`src/rtl/output_port_allocator_if.sv`:
```
// Switch-stage bundle between the input link controllers and one output port allocator.
// The master drives requests, tails and credits; the slave (allocator) drives the crossbar select and status.
interface output_port_allocator_if;
  logic [3:0] request_vector_din;
  logic [3:0] tail_vector_din;
  logic       credit_din;
  logic [3:0] grant_vector_dout;
  logic       transfer_strobe_dout;
  logic       port_busy_dout;
  logic [3:0] credit_count_dout;

  modport master (
    output request_vector_din,
    output tail_vector_din,
    output credit_din,
    input  grant_vector_dout,
    input  transfer_strobe_dout,
    input  port_busy_dout,
    input  credit_count_dout
  );

  modport slave (
    input  request_vector_din,
    input  tail_vector_din,
    input  credit_din,
    output grant_vector_dout,
    output transfer_strobe_dout,
    output port_busy_dout,
    output credit_count_dout
  );
endinterface

```
`src/rtl/output_port_allocator.sv`:
```
// Round-robin output port allocator: grants one packet at a time and holds the grant until its tail moves.
// Grant one cycle after request; strobe is combinational; stalls with grant held while downstream credits are zero.
`ifndef PE
`define PE    3'd0
`endif
`ifndef X_POS
`define X_POS 3'd1
`endif
`ifndef Y_POS
`define Y_POS 3'd2
`endif
`ifndef X_NEG
`define X_NEG 3'd3
`endif
`ifndef Y_NEG
`define Y_NEG 3'd4
`endif

module output_port_allocator #(
  parameter logic [2:0] PORT_DIR     = `X_POS,
  parameter int         BUFFER_DEPTH = 4
) (
  input logic                 clk,
  input logic                 reset_n,
  output_port_allocator_if.slave port
);

  if (BUFFER_DEPTH < 1 || BUFFER_DEPTH > 15) begin : g_bad_depth
    $error("output_port_allocator: BUFFER_DEPTH must be 1..15");
  end
  if (PORT_DIR > `Y_NEG) begin : g_bad_dir
    $error("output_port_allocator: PORT_DIR out of range");
  end

  localparam logic [3:0] DEPTH4 = 4'(BUFFER_DEPTH);

  typedef enum logic {IDLE, ACTIVE} state_t;

  state_t     state;
  logic [3:0] grant;
  logic [1:0] rr_pointer;
  logic [3:0] credit_count;
  logic       port_busy;

  logic       strobe;
  logic       granted_req;
  logic       granted_tail;
  logic [1:0] grant_idx;
  logic [1:0] pick_idx;
  logic [1:0] cand;
  logic       pick_found;

  assign granted_req  = |(grant & port.request_vector_din);
  assign granted_tail = |(grant & port.tail_vector_din);
  assign strobe       = (state == ACTIVE) && granted_req && (credit_count != 4'd0);

  // Search starts at rr_pointer and wraps, so the channel after the last winner has top priority.
  always_comb begin
    pick_idx   = rr_pointer;
    pick_found = 1'b0;
    cand       = 2'd0;
    for (int k = 0; k < 4; k++) begin
      cand = rr_pointer + 2'(k);
      if (!pick_found && port.request_vector_din[cand]) begin
        pick_found = 1'b1;
        pick_idx   = cand;
      end
    end
  end

  always_comb begin
    grant_idx = 2'd0;
    for (int k = 0; k < 4; k++) begin
      if (grant[k]) grant_idx = 2'(k);
    end
  end

  always_ff @(posedge clk or negedge reset_n) begin
    if (!reset_n) begin
      state      <= IDLE;
      grant      <= 4'd0;
      rr_pointer <= 2'd0;
      port_busy  <= 1'b0;
    end else begin
      case (state)
        IDLE: begin
          if (pick_found) begin
            grant     <= 4'b0001 << pick_idx;
            state     <= ACTIVE;
            port_busy <= 1'b1;
          end
        end
        ACTIVE: begin
          // A dropped request (abort) releases the port exactly like a tail transfer.
          if ((strobe && granted_tail) || !granted_req) begin
            grant      <= 4'd0;
            rr_pointer <= grant_idx + 2'd1;
            state      <= IDLE;
            port_busy  <= 1'b0;
          end
        end
        default: begin
          state     <= IDLE;
          grant     <= 4'd0;
          port_busy <= 1'b0;
        end
      endcase
    end
  end

  always_ff @(posedge clk or negedge reset_n) begin
    if (!reset_n) begin
      credit_count <= DEPTH4;
    end else begin
      case ({strobe, port.credit_din})
        2'b10:   credit_count <= credit_count - 4'd1;
        2'b01:   if (credit_count != DEPTH4) credit_count <= credit_count + 4'd1;
        default: credit_count <= credit_count;
      endcase
    end
  end

  assign port.grant_vector_dout    = grant;
  assign port.transfer_strobe_dout = strobe;
  assign port.port_busy_dout       = port_busy;
  assign port.credit_count_dout    = credit_count;

endmodule

```
`src/flat_wrapper.sv`:
```
// flat-port wrapper written by rule: the top's interface ports become plain ports
module output_port_allocator_flat 
#(
  parameter logic [2:0] PORT_DIR     = `X_POS,
  parameter int         BUFFER_DEPTH = 4
)
  (clk, reset_n, port_request_vector_din, port_tail_vector_din, port_credit_din, port_grant_vector_dout, port_transfer_strobe_dout, port_port_busy_dout, port_credit_count_dout);
  output_port_allocator_if port_i ();
  input logic clk;
  input logic reset_n;
  input wire logic [$bits(port_i.request_vector_din)-1:0] port_request_vector_din;
  input wire logic [$bits(port_i.tail_vector_din)-1:0] port_tail_vector_din;
  input wire logic [$bits(port_i.credit_din)-1:0] port_credit_din;
  output wire logic [$bits(port_i.grant_vector_dout)-1:0] port_grant_vector_dout;
  output wire logic [$bits(port_i.transfer_strobe_dout)-1:0] port_transfer_strobe_dout;
  output wire logic [$bits(port_i.port_busy_dout)-1:0] port_port_busy_dout;
  output wire logic [$bits(port_i.credit_count_dout)-1:0] port_credit_count_dout;
  assign port_i.request_vector_din = port_request_vector_din;
  assign port_i.tail_vector_din = port_tail_vector_din;
  assign port_i.credit_din = port_credit_din;
  assign port_grant_vector_dout = port_i.grant_vector_dout;
  assign port_transfer_strobe_dout = port_i.transfer_strobe_dout;
  assign port_port_busy_dout = port_i.port_busy_dout;
  assign port_credit_count_dout = port_i.credit_count_dout;
  output_port_allocator #(.PORT_DIR(PORT_DIR), .BUFFER_DEPTH(BUFFER_DEPTH)) u_core (.clk(clk), .reset_n(reset_n), .port(port_i));
endmodule
```
`config.mk`:
```
export PLATFORM = sky130hd
export DESIGN_NAME = output_port_allocator_flat
export DESIGN_NICKNAME = d
export VERILOG_FILES = /design/src/rtl/output_port_allocator_if.sv /design/src/rtl/output_port_allocator.sv /design/src/flat_wrapper.sv
export SDC_FILE = /design/constraint.sdc
export NUM_CORES = 1
export LEC_CHECK = 0
export CAP_MARGIN = 20
export CORE_ASPECT_RATIO = 1.2
export CORE_UTILIZATION = 45
export CTS_BUF_LIST = sky130_fd_sc_hd__clkbuf_2 sky130_fd_sc_hd__clkbuf_4 sky130_fd_sc_hd__clkbuf_8
export DETAILED_ROUTE_END_ITERATION = 8
export PLACE_DENSITY = 0.73
export SLEW_MARGIN = 20
export SYNTH_ARGS = -nofsm -noshare
export SYNTH_HDL_FRONTEND = slang
export SYNTH_SLANG_ARGS = --single-unit
```
`constraint.sdc`:
```
create_clock -name clk -period 3 [get_ports clk]
set_input_delay 0.9 -clock clk [delete_from_list [all_inputs] [get_ports clk]]
set_output_delay 0.9 -clock clk [all_outputs]
set_load 0.03 [all_outputs]
```
==> flow_summary_export.csv <==
group,metric,value,unit
outcome,status,"completed",
timing,setup_violations,0,
logic_synthesis,synth_top_family_by_area,"compound AO/OA/AOI/OAI gates",
drt,topRoutingLayerUsed,"met4",
worst_setup_path,cp_max_fo,5,
floorplan,fp.dieArea,0.00219,mm^2
drt,vias_per_cell,6.10,
grt,grt_pass1_vias,864,
clocking,cts_made_buffers,3,
finish,nets,140,
hold_path,min_path_type,"reg -> reg",
clocking,insertion_delay,270,ps
finish,fin_area,0.00127,mm^2
drt,vias,879,
worst_setup_path,crit_slowest_cell,"clkdlybuf4s50_1",
worst_setup_path,cp_num_buf_inv,2,
logic_synthesis,synth_common_cells,"dfrtp_1 (11), inv_1 (7), nand2_1 (5), o21ai_0 (5)",
clocking,cts_buffer_depth,2,
grt,grt_max_degree,13,
drt,drt-initial-drc-count,25,
timing,min_period_over_period,98.7,%
worst_setup_path,worst_setup_path_end_kind,"output pin",
logic_synthesis,ys_seq_elements,12,
clocking,clk_pin_slew,80,ps
logic_synthesis,avgSynthCellArea,10.5,um^2
clocking,cts_tree,"yes",
logic_synthesis,synth_top_cell_by_area,"dfrtp_1",
placed_design,dp.cells,138,
logic_synthesis,synthDominantCellAreaShare,30.6,%
logic_synthesis,synth-compound-area-share,36.1,%
logic_synthesis,synth_area_leaders,"dfrtp_1 (31%), a22o_4 (3.9%), o32ai_1 (3.9%)",
timing,worst_slew_pin_slew,561,ps
grt,grt_use_total,24.8,%
placed_design,placed_area,0.00122,mm^2
grt,grt_overflow_total,0,
timing,whs,550,ps
logic_synthesis,syn_inst,86,
logic_synthesis,synth-xor-area-share,1.94,%
power,vdd_drop_max,0.000586,V
finish,antenna_cells,0,
drt,avgRoutedWirePerCell,17.8,um
floorplan,core_area,0.00185,mm^2
logic_synthesis,yosysWarnings,0,
logic_synthesis,ys_types,45,
worst_setup_path,crit_arrival,2060,ps
power,total_power,1.46,mW
logic_synthesis,netlist_area,901,um^2
logic_synthesis,synth_most_common_cell,"dfrtp_1",
timing,finalClockSkew,6.22,ps
drt,wl,2570,um
drt,ant_nets,0,
logic_synthesis,ys.flop_type,"dfrtp_1",
logic_synthesis,synth_adder_area_share,5.00,%
timing,finalHoldViolCount,0,
run,drv_cap,0,
timing,maxSlewViolCount,0,
worst_setup_path,cp.required,2100,ps
drt,drc,0,
logic_synthesis,syn-num-nets,100,
drt,wirelength_met1,961,um
timing,finalWorstSetupSlack,40.1,ps
grt,grt_antenna_before_repair,0,
clocking,root_buffer,"clkbuf_4",
floorplan,die_h,51.0,um
timing,period_minus_slack,2960,ps
power,power_density,1160,mW/mm^2
floorplan,num_rows,17,
placed_design,preCtsSetupSlack,-395,ps
worst_setup_path,crit_chain,"clkdlybuf4s50_1 -> a22o_4 -> o21ai_4 -> nor2_1 -> buf_2",
logic_synthesis,async_flop_share,100,%
worst_setup_path,cp-start-kind,"primary input",
floorplan,fp.dieW,42.8,um
logic_synthesis,synth-edff-count,0,
worst_setup_path,crit_type,"in -> out",
floorplan,ios,21,
finish,drive_gt1_share,27.2,%
worst_setup_path,crit_family,"buffers and inverters",
floorplan,initial_core_util,48.7,%
placed_design,gp_congestion,0.836,
grt,grt_pass1_wl,3990,um
timing,max-slew-margin-rel,62.5,%
logic_synthesis,synth_mux_area_share,3.89,%
power,leakage,0.540,nW
drt,wl_met3,67,um
placed_design,dpl.hpwl,2020,um
drt,firstDrtPassIters,4,
timing,max_freq,0.338,GHz
finish,area_growth,40.6,%
logic_synthesis,yosysSeqAreaShare,33.5,%
finish,fin_cells,144,
clocking,htree_num_levels,1,
clocking,postCtsHoldBufs,0,
worst_setup_path,cpPeakStageDelay,430,ps
drt,dr_wl_met2,1480,um
logic_synthesis,synthSimpleGateAreaFrac,15.4,%
clocking,cts_sinks,12,
placed_design,port_buffers,20,
[timing repair]
action | in CTS | in global routing
endpoints found under the hold margin | 0 | 0
cloned | 0 | 0
endpoints found under the setup margin | 2 | 3
gates resized for setup | 6 | 1
buffers inserted | 0 | 2
pin swaps | 0 | 1
[cells in the final DEF, fill, tap and decap left out, drive strengths merged, types with 4 or more instances in the layout]
cell           netlist  routed
dfrtp               11      11
nand2                5       5
a21oi                5       5
o21ai                6       6
buf                  1      17
o32ai                4       4
clkbuf               0       4
inv                  7       7
clkdlybuf4s50        0      19
[sequential cells by signal, indices dropped and copies added, names as in the netlist]
register / count
u_core.port.credit_count_dout: 4
u_core.port.grant_vector_dout: 4
u_core.port.port_busy_dout: 1
u_core.state: 1
u_core.rr_pointer: 2
[worst paths after layout]
check	from	endpoint	slack, ps	cells past startpoint
min in group asynchronous	reset_n	u_core.port.credit_count_dout[1]	990	1
setup / recovery	port_request_vector_din[3]	port_transfer_strobe_dout	40	5
max in group asynchronous	reset_n	u_core.port.credit_count_dout[2]	1630	1
hold reg to reg	u_core.port.port_busy_dout	u_core.port.port_busy_dout	550	2
setup reg to reg	u_core.port.credit_count_dout[1]	u_core.port.credit_count_dout[3]	630	7
hold / removal	u_core.port.port_busy_dout	u_core.port.port_busy_dout	550	2
[power by group]
part | switching, mW | leakage, nW | internal [mW]
Combinational | 0.507 | 0.376 | 0.476
Sequential | 0.122 | 0.146 | 0.245
Clock | 0.0535 | 0.0184 | 0.0604
Total | 0.683 | 0.540 | 0.781
[worst min-delay path, cell delays in order, from the launching register on]
cell	delay [ps]
dfrtp_1	380
inv_1	50
o21ai_0	80
[metrics by stage]
| stage | setup TNS [ps] | utilization, % |
|---|---|---|
| after global placement | -731 | 65.9 |
| after CTS | 0 | 67.2 |
| after detailed placement | -918 | 65.9 |
| after global routing | -17.5 | 68.4 |
| after floorplan | 0 | - |
| final | 0 | 68.4 |
[logic make-up after synthesis]
| kind of cell | after synthesis |
|---|---|
| AOI/OAI and AO/OA | 36 |
| xor gates and xnor gates | 2 |
| DFF | 12 |
| buffers and inverters | 8 |
| adders and majority gates | 3 |
| and+or+nand+nor | 22 |
| muxes | 3 |
[layer usage]
| layer | GRT usage (%) | vias to the layer above |
|---|---|---|
| li1 | - | 414 |
| met1 | 27.4 | 435 |
| met2 | 46.7 | 24 |
| met3 | 1.41 | 6 |
| met4 | 12.5 | 0 |
| met5 | 0 | - |
[cell type report]
cell class                 instances  area, um^2
sequential                        12         302
inverter                           7        26.3
timing repair buffer              36         315
clock buffer                       4        30.0
tap                               19        23.8
fill                             163         584
multi-input combinational         66         569
Power figures use the tool's default switching activity.
